### config.mk
export PLATFORM = sky130hd
export DESIGN_NAME = obi_rr_arbiter
export DESIGN_NICKNAME = d
export VERILOG_FILES = /design/src/rtl/obi_rr_arbiter.sv
export SDC_FILE = /design/constraint.sdc
export NUM_CORES = 1
export LEC_CHECK = 0
export CAP_MARGIN = 20
export CORE_AREA = 2 2 121 123
export CTS_BUF_LIST = sky130_fd_sc_hd__clkbuf_4 sky130_fd_sc_hd__clkbuf_8
export DETAILED_ROUTE_END_ITERATION = 16
export DIE_AREA = 0 0 123 125
export PLACE_DENSITY = 0.58
export SLEW_MARGIN = 20
export SYNTH_ARGS = -nofsm -noshare
export SYNTH_HDL_FRONTEND = slang
export SYNTH_SLANG_ARGS = --single-unit
### constraint.sdc
create_clock -name clk_i -period 7.1 [get_ports clk_i]
set_clock_uncertainty 0.05 [all_clocks]
set_input_delay 1.065 -clock clk_i [delete_from_list [all_inputs] [get_ports clk_i]]
set_output_delay 1.065 -clock clk_i [all_outputs]
set_load 0.05 [all_outputs]
### src/rtl/obi_rr_arbiter.sv
// 2-to-1 round-robin OBI arbiter with address-phase locking and in-order response routing.
// Optional OBI_RR_ARBITER_ERR_EN adds a sticky protocol-violation flag on err_o.
package obi_rr_arbiter_pkg;
    localparam int unsigned ADDR_W = 32;
    localparam int unsigned DATA_W = 32;
    localparam int unsigned BE_W   = DATA_W / 8;

    typedef struct packed {
        logic              req;
        logic [ADDR_W-1:0] addr;
        logic              we;
        logic [BE_W-1:0]   be;
        logic [DATA_W-1:0] wdata;
    } obi_req_t;

    typedef struct packed {
        logic              gnt;
        logic              rvalid;
        logic [DATA_W-1:0] rdata;
    } obi_resp_t;
endpackage

module obi_rr_arbiter #(
    parameter int unsigned MAX_OUTSTANDING = 4,
    parameter type obi_req_t  = obi_rr_arbiter_pkg::obi_req_t,
    parameter type obi_resp_t = obi_rr_arbiter_pkg::obi_resp_t
) (
    input  logic      clk_i,
    input  logic      rst_ni,
    input  obi_req_t  m0_obi_req_i,
    output obi_resp_t m0_obi_resp_o,
    input  obi_req_t  m1_obi_req_i,
    output obi_resp_t m1_obi_resp_o,
    output obi_req_t  obi_req_o,
    input  obi_resp_t obi_resp_i
`ifdef OBI_RR_ARBITER_ERR_EN
    ,
    output logic      err_o
`endif
);

    localparam int unsigned CNT_W = $clog2(MAX_OUTSTANDING + 1);
    localparam int unsigned PTR_W = (MAX_OUTSTANDING > 1) ? $clog2(MAX_OUTSTANDING) : 1;
    localparam logic [PTR_W-1:0] PTR_LAST = PTR_W'(MAX_OUTSTANDING - 1);
    localparam logic [CNT_W-1:0] CNT_FULL = CNT_W'(MAX_OUTSTANDING);

    logic                       rr_q, rr_d;
    logic                       lock_q, lock_d;
    logic                       lock_sel_q, lock_sel_d;
    logic [CNT_W-1:0]           cnt_q, cnt_d;
    logic [PTR_W-1:0]           wptr_q, wptr_d;
    logic [PTR_W-1:0]           rptr_q, rptr_d;
    logic [MAX_OUTSTANDING-1:0] mem_q, mem_d;

    logic sel;
    logic full;
    logic fwd_req;
    logic hs;
    logic pop;
    logic head;

    function automatic logic [PTR_W-1:0] ptr_inc(input logic [PTR_W-1:0] p);
        return (p == PTR_LAST) ? '0 : p + PTR_W'(1);
    endfunction

    // Master selection: a stalled address phase keeps its owner, otherwise round-robin
    always_comb begin
        sel = rr_q;
        if (lock_q) begin
            sel = lock_sel_q;
        end else if (m0_obi_req_i.req && !m1_obi_req_i.req) begin
            sel = 1'b0;
        end else if (m1_obi_req_i.req && !m0_obi_req_i.req) begin
            sel = 1'b1;
        end
    end

    assign full    = (cnt_q == CNT_FULL);
    assign fwd_req = (sel ? m1_obi_req_i.req : m0_obi_req_i.req) & ~full;
    assign hs      = fwd_req & obi_resp_i.gnt;
    assign pop     = obi_resp_i.rvalid & (cnt_q != '0);
    assign head    = mem_q[rptr_q];

    always_ff @(posedge clk_i) begin
        if (!rst_ni) begin
            rr_q       <= 1'b0;
            lock_q     <= 1'b0;
            lock_sel_q <= 1'b0;
            cnt_q      <= '0;
            wptr_q     <= '0;
            rptr_q     <= '0;
            mem_q      <= '0;
        end else begin
            rr_q       <= rr_d;
            lock_q     <= lock_d;
            lock_sel_q <= lock_sel_d;
            cnt_q      <= cnt_d;
            wptr_q     <= wptr_d;
            rptr_q     <= rptr_d;
            mem_q      <= mem_d;
        end
    end

    // Next state: lock tracking, round-robin pointer and response-routing FIFO
    always_comb begin
        rr_d       = rr_q;
        lock_d     = fwd_req & ~obi_resp_i.gnt;
        lock_sel_d = sel;
        cnt_d      = cnt_q;
        wptr_d     = wptr_q;
        rptr_d     = rptr_q;
        mem_d      = mem_q;
        if (hs) begin
            rr_d          = ~sel;
            mem_d[wptr_q] = sel;
            wptr_d        = ptr_inc(wptr_q);
        end
        if (pop) begin
            rptr_d = ptr_inc(rptr_q);
        end
        case ({hs, pop})
            2'b10:   cnt_d = cnt_q + CNT_W'(1);
            2'b01:   cnt_d = cnt_q - CNT_W'(1);
            default: cnt_d = cnt_q;
        endcase
    end

    always_comb begin
        obi_req_o              = sel ? m1_obi_req_i : m0_obi_req_i;
        obi_req_o.req          = fwd_req;
        m0_obi_resp_o          = '0;
        m1_obi_resp_o          = '0;
        m0_obi_resp_o.rdata    = obi_resp_i.rdata;
        m1_obi_resp_o.rdata    = obi_resp_i.rdata;
        m0_obi_resp_o.gnt      = hs & ~sel;
        m1_obi_resp_o.gnt      = hs & sel;
        m0_obi_resp_o.rvalid   = pop & ~head;
        m1_obi_resp_o.rvalid   = pop & head;
    end

`ifdef OBI_RR_ARBITER_ERR_EN
    logic err_q, err_d;

    // Sticky: orphan rvalid, or a grant with nothing being requested
    assign err_d = err_q
                 | (obi_resp_i.rvalid & (cnt_q == '0))
                 | (obi_resp_i.gnt & ~fwd_req);

    always_ff @(posedge clk_i) begin
        if (!rst_ni) begin
            err_q <= 1'b0;
        end else begin
            err_q <= err_d;
        end
    end

    assign err_o = err_q;
`endif

endmodule
==> summary.md, run 1 <==
| Metric | Value |
|---|---|
| Primary flip-flop cell chosen by synthesis mapping | sky130_fd_sc_hd__dfxtp_1 |
| Clock network latency to the later pin of the worst-skew pair | 0.25 ns |
| Number of remaining DRC errors | 0 |
| Post-synth top area share | 0.365 |
| Slew at the pin closest to its max-slew limit | 0.959 ns |
| Hold crit path type | reg2reg |
| Top cells by area in the synthesized netlist | sky130_fd_sc_hd__mux2_1 37%, sky130_fd_sc_hd__buf_4 24%, sky130_fd_sc_hd__dfxtp_1 13%, sky130_fd_sc_hd__buf_6 3.8%, sky130_fd_sc_hd__ha_1 3.6% |
| Number of cells produced by synthesis | 223 |
| Cell taking the most area after synthesis | sky130_fd_sc_hd__mux2_1 |
| Cell area reported after detailed placement | 3930 um2 |
| Port Buf Inserts | 217 |
| Number of warnings reported in the yosys synthesis log | 0 |
| Async set-or-reset flop fraction in the synthesized netlist | 0 |
| Starting density of the core | 0.148 |
| Total of flip-flops plus latches after synthesis | 14 |
| Synth Area in Adders | 0.0453 |
| Area share of and/or/nand/nor cells after synthesis | 0.0698 |
| Router iterations before antenna repair | 4 |
| Combined global-route utilization of all metal layers | 0.134 |
| Clock tree from TritonCTS | done |
| Setup repair bufs after CTS | 0 |
| CTS Sinks | 14 |
| Synth cell types | 31 |
| Met1 Use GR | 0.146 |
| Combined area of all synthesized cells | 2100 um2 |
| Average footprint of a synthesized cell | 9.40 um2 |
| Leak Pwr | 0.00146 uW |
| Overall overflow remaining after global route | 0 |
| Cell Pwr Density | 213 nW/um2 |
| Outcome | finished clean |
| Count of cells resized by post-cts repair | 0 |
| Number of global-route vias before repair | 2,318 |
| Met3 layer usage reported by global route | 0.0584 |
| Category of the most critical setup path | in2out |
| Number of levels in the clock H-tree | 1 |
| Count of nets after finishing | 556 |
| Final hold violations | 0 |
| Overall die height | 125 um |
| Area growth from synthesis to final layout | 90.3% |
| Share of cells above drive strength 1 | 0.0430 |
| Starting DRC count in detailed routing | 40 |
| Highest Clock Rate | 197 MHz |
| CTS clk-pin slew, worst paths | 0.06 ns |
| Aggregate routed wire length | 11.2 mm |
| Worst Reg2Reg Path Length in Cells | 9 |
| Number of failing setup endpoints in the final timing report | 0 |
| Antenna-violating nets left | 0 |
| Area of the die | 15,400 um2 |
| Clock buffer depth | 2 |
| Leading post-synthesis cells by instance count | 68 x sky130_fd_sc_hd__mux2_1, 66 x sky130_fd_sc_hd__buf_4, 14 x sky130_fd_sc_hd__dfxtp_1, 9 x sky130_fd_sc_hd__a21oi_1 |
| Total count of max-transition violations in the final report | 0 |
| Startpoint kind of the worst setup timing path | input port |
| Data required time of the critical path | 5.98 ns |
| Overall die width | 123 um |
| Pin count of the biggest net entering global routing | 72 |
| Kind of end point of the critical path | primary output |
| Per-cell routed wire length | 20.1 um |
| EDFF count, synth | 0 |
| Largest family of logic cells by synthesized area | multiplexers |
| Leading cell type by number of instances after synthesis | sky130_fd_sc_hd__mux2_1 |
| TNS Setup | 0 ns |
| Critical Path Fanout Max | 71 |
| Crit path DAT | 3.95 ns |
| Mux contribution to synthesized area | 0.386 |
| Estimated wirelength of the detail-placed design | 9.65 mm |
| Worst vdd rail ir drop | 0.179 mV |
| Design area | 3990 um2 |
| RSZ-0062 raised after global routing | no |
| Post-route minimum period | 5.07 ns |
| Average via count per standard cell | 3.94 |
| Antenna violations before repair | 3 |
| Slew HR | 0.361 |
| Sequential share of the synthesized area | 0.134 |
| Synthesized-area fraction occupied by ao, oa, aoi and oai cells | 0.0674 |
| Most crowded layer after global routing | met2 |
| Cell chosen for the clock root | sky130_fd_sc_hd__clkbuf_8 |
| Count of standard-cell rows | 44 |
| Synthesized-area fraction occupied by xor and xnor cells | 0.00835 |
| First-pass GRT wire length | 15.1 mm |
| Number of buffers inserted during clock tree synthesis | 3 |
| Met2 track utilization from global routing | 0.233 |
| Total vias in the final route | 2,193 |
| Hold_buf cts | 0 |
| Top-level I/O count | 314 |
| Routability cong. | 0.786 |
| Standard cell core area | 14,200 um2 |
| Share of the cycle needed by the critical path after routing | 0.714 |
| Maxcap violations | 0 |
| Hold Path Depth | 2 |
| Nets in the synthesized netlist | 406 |
[final timing paths]
check / startpoint / slack (ns) / to
worst max register to register: cnt_q[2] / 4.32 / cnt_q[2]
worst min-delay path: rr_q / 0.44 / rr_q
worst min register to register: rr_q / 0.44 / rr_q
worst max-delay path: m1_obi_req_i[69] / 2.03 / obi_req_o[64]
[worst max-delay path, cell delays in order]
cell and delay, ns:
sky130_fd_sc_hd__clkdlybuf4s50_1 0.52, sky130_fd_sc_hd__nor2b_1 0.17, sky130_fd_sc_hd__a211oi_2 0.09, sky130_fd_sc_hd__nor2_4 0.09, sky130_fd_sc_hd__buf_4 0.69, sky130_fd_sc_hd__mux2_1 0.47
sky130_fd_sc_hd__clkdlybuf4s50_1 0.76
[power breakdown]
group          leakage (uW)  total, uW  internal (uW)  switching [uW]
combinational       0.00132        661            263             398
sequential         0.000114        108           93.6            14.5
clock             0.0000288       79.2           49.2            30.0
total               0.00146        849            406             443
[metrics by stage]
step	worst slack, ns	utilization	power, uW	hold slack (ns)	std cells
2_1_floorplan	3.32	-	626	0.407	223
3_3_place_gp	2.01	0.277	766	0.429	552
3_5_place_dp	2.01	0.277	774	0.430	552
4_1_cts	2.00	0.281	857	0.443	556
5_1_grt	1.89	0.281	892	0.485	557
6_report	2.03	0.281	849	0.444	557
[registers in the layout (all words and copies together), names as in the netlist]
name / flops
mem_q: 4
cnt_q: 3
rptr_q: 2
wptr_q: 2
lock_q: 1
lock_sel_q: 1
rr_q: 1
[metal layers]
metal | vias to the layer above | routed length, um | part of all wire
met3 | 19 | 1350 | 0.12
met4 | 4 | 285 | 0.026
met2 | 162 | 5350 | 0.48
met1 | 1003 | 4170 | 0.37
li1 | 1005 | - | -
met5 | - | 26 | 0.0023
[kinds of logic after synthesis]
logic type | count (synthesis)
buffers and inverters | 81
multiplexers | 71
AND/OR/NAND/NOR | 28
AO/OA/AOI/OAI | 20
flip-flops | 14
adder cells (fa/ha/maj) | 7
XOR/XNOR | 2
[placed cells by master, fill, tap and decap left out, types with 2 or more instances in the layout]
| cell type | netlist | routed |
|---|---|---|
| sky130_fd_sc_hd__xor2_1 | 2 | 2 |
| sky130_fd_sc_hd__inv_1 | 6 | 6 |
| sky130_fd_sc_hd__ha_1 | 6 | 6 |
| sky130_fd_sc_hd__nor3_1 | 3 | 3 |
| sky130_fd_sc_hd__nor2b_1 | 3 | 3 |
| sky130_fd_sc_hd__dfxtp_1 | 14 | 14 |
| sky130_fd_sc_hd__clkbuf_8 | 0 | 4 |
| sky130_fd_sc_hd__mux2_1 | 68 | 68 |
| sky130_fd_sc_hd__nor2_1 | 7 | 7 |
| sky130_fd_sc_hd__or3_1 | 2 | 2 |
| sky130_fd_sc_hd__a31o_2 | 4 | 4 |
| sky130_fd_sc_hd__o31ai_1 | 2 | 2 |
| sky130_fd_sc_hd__or3b_2 | 2 | 2 |
| sky130_fd_sc_hd__nand2_1 | 7 | 7 |
| sky130_fd_sc_hd__clkdlybuf4s50_1 | 0 | 217 |
| sky130_fd_sc_hd__a21oi_1 | 9 | 9 |
[layout make-up]
cell class,count,area [um2]
clock buffers,4,55.1
diodes,1,2.50
multi-input cells,128,1210
well taps,184,230
fillers,1481,10200
repair buffers,218,2180
inverters,8,32.5
flip-flops and latches,14,280
No activity file was read; power rests on OpenSTA's default activity.
==> inputs of run 2 (changes only) <==
--- a/config.mk
+++ b/config.mk
@@ -6,11 +6,11 @@
 export NUM_CORES = 1
 export LEC_CHECK = 0
 export CAP_MARGIN = 20
-export CORE_AREA = 2 2 121 123
+export CORE_AREA = 2 2 122 124
 export CTS_BUF_LIST = sky130_fd_sc_hd__clkbuf_4 sky130_fd_sc_hd__clkbuf_8
 export DETAILED_ROUTE_END_ITERATION = 16
-export DIE_AREA = 0 0 123 125
-export PLACE_DENSITY = 0.58
+export DIE_AREA = 0 0 124 126
+export PLACE_DENSITY = 0.57
 export SLEW_MARGIN = 20
 export SYNTH_ARGS = -nofsm -noshare
 export SYNTH_HDL_FRONTEND = slang
==> constraint.sdc (replaced) <==
create_clock -name clk_i -period 5.1 [get_ports clk_i]
set_clock_uncertainty 0.05 [all_clocks]
set_input_delay 0.765 -clock clk_i [delete_from_list [all_inputs] [get_ports clk_i]]
set_output_delay 0.765 -clock clk_i [all_outputs]
set_load 0.05 [all_outputs]
==> summary.md, run 2 (same netlist as run 1, synthesis figures left out) <==
| Metric | Value |
|---|---|
| Outcome | finished clean |
| Overall overflow remaining after global route | 0 (unchanged) |
| Met1 Use GR | 0.135 (-0.0109) |
| Slew HR | 0.446 (+0.0852) |
| Overall die height | 126 um (+0.80%) |
| Count of cells resized by post-cts repair | 0 (unchanged) |
| Cell Pwr Density | 291 nW/um2 (+37%) |
| Area of the multi-input gates | 1210 um2 (unchanged) |
| First-pass GRT wire length | 13.5 mm (-10%) |
| Share of the cycle needed by the critical path after routing | 0.817 |
| Top-level I/O count | 314 (unchanged) |
| Leading cell type in the layout, fill and taps excluded | sky130_fd_sc_hd__clkdlybuf4s50_1 |
| Aggregate routed wire length | 10.1 mm (-9.9%) |
| Leak Pwr | 0.00147 uW (+0.34%) |
| CTS Sinks | 14 (unchanged) |
| Cell chosen for the clock root | sky130_fd_sc_hd__clkbuf_8 |
| Diodes inserted | 0 (-1) |
| Sequential cell area | 280 um2 (unchanged) |
| Minimum setup slack among reg-to-reg paths | 2.42 ns (-1.90 ns) |
| Leading registers by flop count | mem_q (4), cnt_q (3) |
| Count of nets after finishing | 557 (+0.18%) |
| RSZ-0062 raised after global routing | no |
| Launching element of the worst setup path | m1_obi_req_i[69] |
| Number of buffers inserted during clock tree synthesis | 3 (unchanged) |
| Met3 layer usage reported by global route | 0.0697 (+0.0114) |
| Category of the most critical setup path | in2out |
| Antenna violations before repair | 0 (-3) |
| Setup repair bufs after CTS | 0 (unchanged) |
| Routability cong. | 0.861 (+9.5%) |
| Number of remaining DRC errors | 0 (unchanged) |
| Starting DRC count in detailed routing | 48 (+20%) |
| Clock tree from TritonCTS | done |
| Total vias in the final route | 2,137 (-2.6%) |
| Starting density of the core | 0.147 (-0.00114) |
| Worst Reg2Reg Path Length in Cells | 9 (unchanged) |
| Share of cells above drive strength 1 | 0.0456 (+0.00257) |
| Overall die width | 124 um (+0.81%) |
| Data required time of the critical path | 4.28 ns (-1.70 ns) |
| Register with the most flip-flops | mem_q |
| Average via count per standard cell | 3.84 (-2.6%) |
| Most frequent cells in the layout | 217 x sky130_fd_sc_hd__clkdlybuf4s50_1, 68 x sky130_fd_sc_hd__mux2_1, 14 x sky130_fd_sc_hd__dfxtp_1, 9 x sky130_fd_sc_hd__a21oi_1 |
| Worst vdd rail ir drop | 0.131 mV (-26%) |
| Number of flip-flops under the largest register name | 4 (unchanged) |
| Highest Clock Rate | 240 MHz |
| Number of levels in the clock H-tree | 1 (unchanged) |
| Pin count of the biggest net entering global routing | 40 (-44%) |
| TNS Setup | 0 ns (unchanged) |
| Met2 track utilization from global routing | 0.196 (-0.0372) |
| Count of standard-cell rows | 44 (unchanged) |
| Area growth from synthesis to final layout | 90.5% |
| Combined global-route utilization of all metal layers | 0.118 (-0.0167) |
| Clock network latency to the later pin of the worst-skew pair | 0.24 ns (about the same) |
| Total count of max-transition violations in the final report | 0 (unchanged) |
| Kind of end point of the critical path | primary output |
| Critical register-to-register path startpoint | cnt_q[2] |
| Hold_buf cts | 0 (unchanged) |
| Clock buffer depth | 2 (unchanged) |
| Crit path DAT | 3.35 ns (-0.60 ns) |
| Startpoint kind of the worst setup timing path | input port |
| Worst flop-to-flop path endpoint | cnt_q[2] |
| Critical path destination | obi_req_o[67] |
| Estimated wirelength of the detail-placed design | 8.85 mm (-8.3%) |
| Standard cell core area | 14,300 um2 (+0.78%) |
| Antenna-violating nets left | 0 (unchanged) |
| Number of global-route vias before repair | 2,186 (-5.7%) |
| Per-cell routed wire length | 18.1 um (-9.9%) |
| Slew at the pin closest to its max-slew limit | 0.824 ns (-0.135 ns) |
| Hold crit path type | reg2reg |
| Maxcap violations | 0 (unchanged) |
| Number of failing setup endpoints in the final timing report | 0 (unchanged) |
| Critical Path Fanout Max | 32 (-55%) |
| Final hold violations | 0 (unchanged) |
| CTS clk-pin slew, worst paths | 0.06 ns (about the same) |
| Port Buf Inserts | 217 (unchanged) |
| Router iterations before antenna repair | 4 (unchanged) |
| Area of the die | 15,600 um2 (+1.6%) |
| Most crowded layer after global routing | met2 |
| Final hold slack | 0.463 ns (+0.0195 ns) |
| Filler cell count | 1,484 (+0.20%) |
| Post-route minimum period | 4.17 ns |
## run 2: cell count changes in the layout (fill, tap and decap cells not counted)
cell / delta
sky130_fd_sc_hd__diode_2: -1
sky130_fd_sc_hd__buf_4: +1
## run 2: power by group
group	internal [uW]	switching, uW	total, uW
Combinational	367	540	907
Sequential	130	20.5	151
Clock	68.3	37.2	105
Total	566	597	1160
## run 2: worst min path at each step
| stage | start | endpoint | slack, ns | depth (start not counted) |
|---|---|---|---|---|
| floorplan | rr_q | rr_q | 0.41 | 2 |
| global placement | cnt_q[2] | cnt_q[2] | 0.43 | 2 |
| detailed placement | cnt_q[2] | cnt_q[2] | 0.45 | 2 |
| CTS | cnt_q[2] | cnt_q[2] | 0.46 | 2 |
| global route | rr_q | rr_q | 0.49 | 2 |
| finish | cnt_q[2] | cnt_q[2] | 0.46 | 2 |
## run 2: cell type report
cell class	instances	area share
clock buffer	4	0.0138
inverter	8	0.00814
multi-input combinational	128	0.303
sequential	14	0.0702
tap	184	0.0576
timing repair buffer	219	0.547
## run 2: worst max-delay path: stages
cell,delay [ns]
sky130_fd_sc_hd__clkdlybuf4s50_1,0.45
sky130_fd_sc_hd__nand2b_1,0.17
sky130_fd_sc_hd__a211oi_2,0.42
sky130_fd_sc_hd__nor2_4,0.04
sky130_fd_sc_hd__buf_4,0.27
sky130_fd_sc_hd__mux2_1,0.36
sky130_fd_sc_hd__clkdlybuf4s50_1,0.84
## run 2: per-layer routing
| layer | share of wire | wire length [um] |
|---|---|---|
| met5 | 0 | 0 |
| met4 | 0 | 0 |
| met3 | 0.16 | 1590 |
| met2 | 0.46 | 4600 |
| met1 | 0.39 | 3880 |
## run 2: stage by stage
stage | cell area (um2) | power (uW) | util | setup WS, ns | std cells
final | 4000 | 1160 | 0.279 | 0.934 | 557
after floorplan | 2100 | 871 | - | 1.92 | 223
after global placement | 3940 | 1060 | 0.275 | 0.873 | 553
after detailed placement | 3940 | 1070 | 0.275 | 0.928 | 553
after global routing | 4000 | 1230 | 0.279 | 0.805 | 557
after CTS | 4000 | 1180 | 0.279 | 0.911 | 557
==> inputs of run 3 (changes only) <==
==> constraint.sdc (replaced) <==
create_clock -name clk_i -period 4 [get_ports clk_i]
set_clock_uncertainty 0.05 [all_clocks]
set_input_delay 0.6 -clock clk_i [delete_from_list [all_inputs] [get_ports clk_i]]
set_output_delay 0.6 -clock clk_i [all_outputs]
set_load 0.05 [all_outputs]
==> summary.md, run 3 (same netlist as run 1, synthesis figures left out) <==
| Metric | Value |
|---|---|
| Antenna-violating nets left | 0 (unchanged) |
| Clock buffer depth | 2 (unchanged) |
| Count of cells resized by post-cts repair | 0 (unchanged) |
| Cell Chain, Critical Path | clkdlybuf4s50_1 -> a21boi_1 -> o2111a_1 -> inv_4 -> nor2_1 -> clkdlybuf4s50_1 |
| Per-cell routed wire length | 17.3 um (-4.3%) |
| Cell chosen for the clock root | sky130_fd_sc_hd__clkbuf_8 |
| Critical register-to-register path startpoint | cnt_q[2] |
| Top-level I/O count | 314 (unchanged) |
| Cell Pwr Density | 380 nW/um2 (+31%) |
| Slew at the pin closest to its max-slew limit | 0.895 ns (+0.0709 ns) |
| Highest Clock Rate | 286 MHz |
| Standard cell with the maximum stage delay on the critical path | sky130_fd_sc_hd__clkdlybuf4s50_1 |
| Most frequent cells in the layout | 147 x sky130_fd_sc_hd__clkdlybuf4s50_1, 71 x sky130_fd_sc_hd__buf_4, 68 x sky130_fd_sc_hd__mux2_1, 14 x sky130_fd_sc_hd__dfxtp_1, 9 x sky130_fd_sc_hd__a21oi_1 |
| CTS Sinks | 14 (unchanged) |
| Overall die width | 124 um (unchanged) |
| Slew HR | 0.398 (-0.0477) |
| Leading registers by flop count | mem_q (4), cnt_q (3) |
| Average via count per standard cell | 3.84 (+0.19%) |
| Clock network latency to the later pin of the worst-skew pair | 0.25 ns (about the same) |
| Total count of max-transition violations in the final report | 0 (unchanged) |
| First-pass GRT wire length | 12.7 mm (-5.8%) |
| Setup repair bufs after CTS | 0 (unchanged) |
| Switching part of the total power | 0.528 (+0.0143) |
| Number of buffers inserted during clock tree synthesis | 3 (unchanged) |
| Antenna violations before repair | 0 (unchanged) |
| Pin count of the biggest net entering global routing | 39 (-2.5%) |
| RSZ-0062 raised after global routing | no |
| Count of nets after finishing | 557 (unchanged) |
| Router iterations before antenna repair | 2 (-2) |
| Clock tree from TritonCTS | done |
| Kind of end point of the critical path | primary output |
| Overall die height | 126 um (unchanged) |
| Share of the cycle needed by the critical path after routing | 0.874 |
| Area growth from synthesis to final layout | 82.8% |
| Data required time of the critical path | 3.35 ns (-0.93 ns) |
| Count of standard-cell rows | 44 (unchanged) |
| Leak Pwr | 0.00154 uW (+4.6%) |
| Hold Path Sink | wptr_q[1] |
| Number of failing setup endpoints in the final timing report | 0 (unchanged) |
| Worst Reg2Reg Path Length in Cells | 9 (unchanged) |
| Fraction of power consumed by combinational cells | 0.772 (-0.008) |
| Hold_buf cts | 0 (unchanged) |
| Port Buf Inserts | 217 (unchanged) |
| Diodes inserted | 0 (unchanged) |
| Leading cell type in the layout, fill and taps excluded | sky130_fd_sc_hd__clkdlybuf4s50_1 |
| Number of global-route vias before repair | 2,127 (-2.7%) |
| Combined global-route utilization of all metal layers | 0.111 (-0.00622) |
| Total power after layout | 1460 uW (+25%) |
| Worst flop-to-flop path endpoint | cnt_q[2] |
| Net load switching power | 770 uW (+29%) |
| Final hold violations | 0 (unchanged) |
| Worst vdd rail ir drop | 0.192 mV (+47%) |
| Start point of the worst hold path | wptr_q[1] |
| Filler cell count | 1,520 (+2.4%) |
| Hold crit path type | reg2reg |
| Hold Path Depth | 2 (unchanged) |
| Biggest cell delay along the critical path | 0.83 ns (about the same) |
| Total vias in the final route | 2,141 (+0.19%) |
| Outcome | finished clean |
| Minimum setup slack among reg-to-reg paths | 1.35 ns (-1.07 ns) |
| Startpoint kind of the worst setup timing path | input port |
| Area of the die | 15,600 um2 (unchanged) |
| Estimated wirelength of the detail-placed design | 8.49 mm (-4.0%) |
| Standard cell core area | 14,300 um2 (unchanged) |
| Overall overflow remaining after global route | 0 (unchanged) |
| Dominant delay contributor by cell family on the critical path | buffers and inverters |
| Starting density of the core | 0.147 (unchanged) |
| Aggregate routed wire length | 9.63 mm (-4.3%) |
| Number of flip-flops under the largest register name | 4 (unchanged) |
| Critical Path Fanout Max | 10 (-69%) |
| Worst path buffer plus inverter count | 3 (unchanged) |
| Share of cells above drive strength 1 | 0.233 (+0.188) |
| Routability cong. | 0.860 (-0.13%) |
| Sequential share of power | 0.131 (about the same) |
| Post-route minimum period | 3.50 ns |
| Crit path DAT | 2.85 ns (-0.50 ns) |
| Maxcap violations | 0 (unchanged) |
| Number of levels in the clock H-tree | 1 (unchanged) |
| Register with the most flip-flops | mem_q |
| CTS clk-pin slew, worst paths | 0.07 ns (about the same) |
| Category of the most critical setup path | in2out |
| Proportion of power drawn by the clock network | 0.097 (+0.006) |
| Most used cell, CP | sky130_fd_sc_hd__clkdlybuf4s50_1 |
| Starting DRC count in detailed routing | 46 (-4.2%) |
| TNS Setup | 0 ns (unchanged) |
| Number of remaining DRC errors | 0 (unchanged) |
| Power Internal | 688 uW (+22%) |
## run 3: cell types whose count changed in the layout (fill, tap and decap cells not counted)
cell / delta
sky130_fd_sc_hd__clkdlybuf4s50_1: -70
sky130_fd_sc_hd__buf_4: +69
sky130_fd_sc_hd__buf_12: +1
## run 3: worst max path at each step
stage                                   end  depth (start not counted)  slack (ns)              from
after floorplan           m1_obi_resp_o[33]                          5        1.15  m0_obi_req_i[69]
after global placement    m0_obi_resp_o[33]                          6        0.43  m0_obi_req_i[69]
after detailed placement  m0_obi_resp_o[33]                          6        0.45  m0_obi_req_i[69]
after CTS                 m0_obi_resp_o[33]                          6        0.43  m0_obi_req_i[69]
after global routing      m0_obi_resp_o[33]                          6        0.33  m0_obi_req_i[69]
final                     m0_obi_resp_o[33]                          6        0.50  m0_obi_req_i[69]
## run 3: per-stage QoR
stage,area (um2),std cells,hold WS [ns],utilization,worst slack (ns)
after floorplan,2100,223,0.407,-,1.15
after global placement,3780,553,0.436,0.264,0.427
after detailed placement,3780,553,0.448,0.264,0.450
after CTS,3830,557,0.456,0.268,0.431
after global routing,3830,557,0.475,0.268,0.329
final,3830,557,0.452,0.268,0.502
## run 3: tightest hold or removal path, delay by kind of cell (launching register included)
family / cells / cell delay, ns
and+or+nand+nor: 1 / 0.06
DFF: 1 / 0.34
AOI/OAI and AO/OA: 1 / 0.05
## run 3: area by class of cell
class / instances / area, um2 / area share
Clock buffer: 4 / 55.1 / 0.0144
Inverter: 8 / 32.5 / 0.00849
Multi-Input combinational cell: 128 / 1210 / 0.316
Sequential cell: 14 / 280 / 0.0731
Tap cell: 184 / 230 / 0.0601
Timing Repair Buffer: 219 / 2020 / 0.528
## run 3: routing by layer
metal / wire [um] / GRT usage / up-vias
li1: - / - / 1007
met1: 3690 / 0.127 / 964
met2: 4210 / 0.178 / 162
met3: 1670 / 0.0752 / 8
met4: 60 / 0.0126 / 0
met5: 0 / 0 / -
## run 3: power groups by stage
| stage | clock [uW] | combinational [uW] | sequential (uW) |
|---|---|---|---|
| after floorplan | 0 | 923 | 188 |
| after global placement | 0 | 1120 | 191 |
| after detailed placement | 0 | 1130 | 194 |
| after CTS | 145 | 1140 | 191 |
| after global routing | 152 | 1190 | 195 |
| final | 141 | 1130 | 191 |
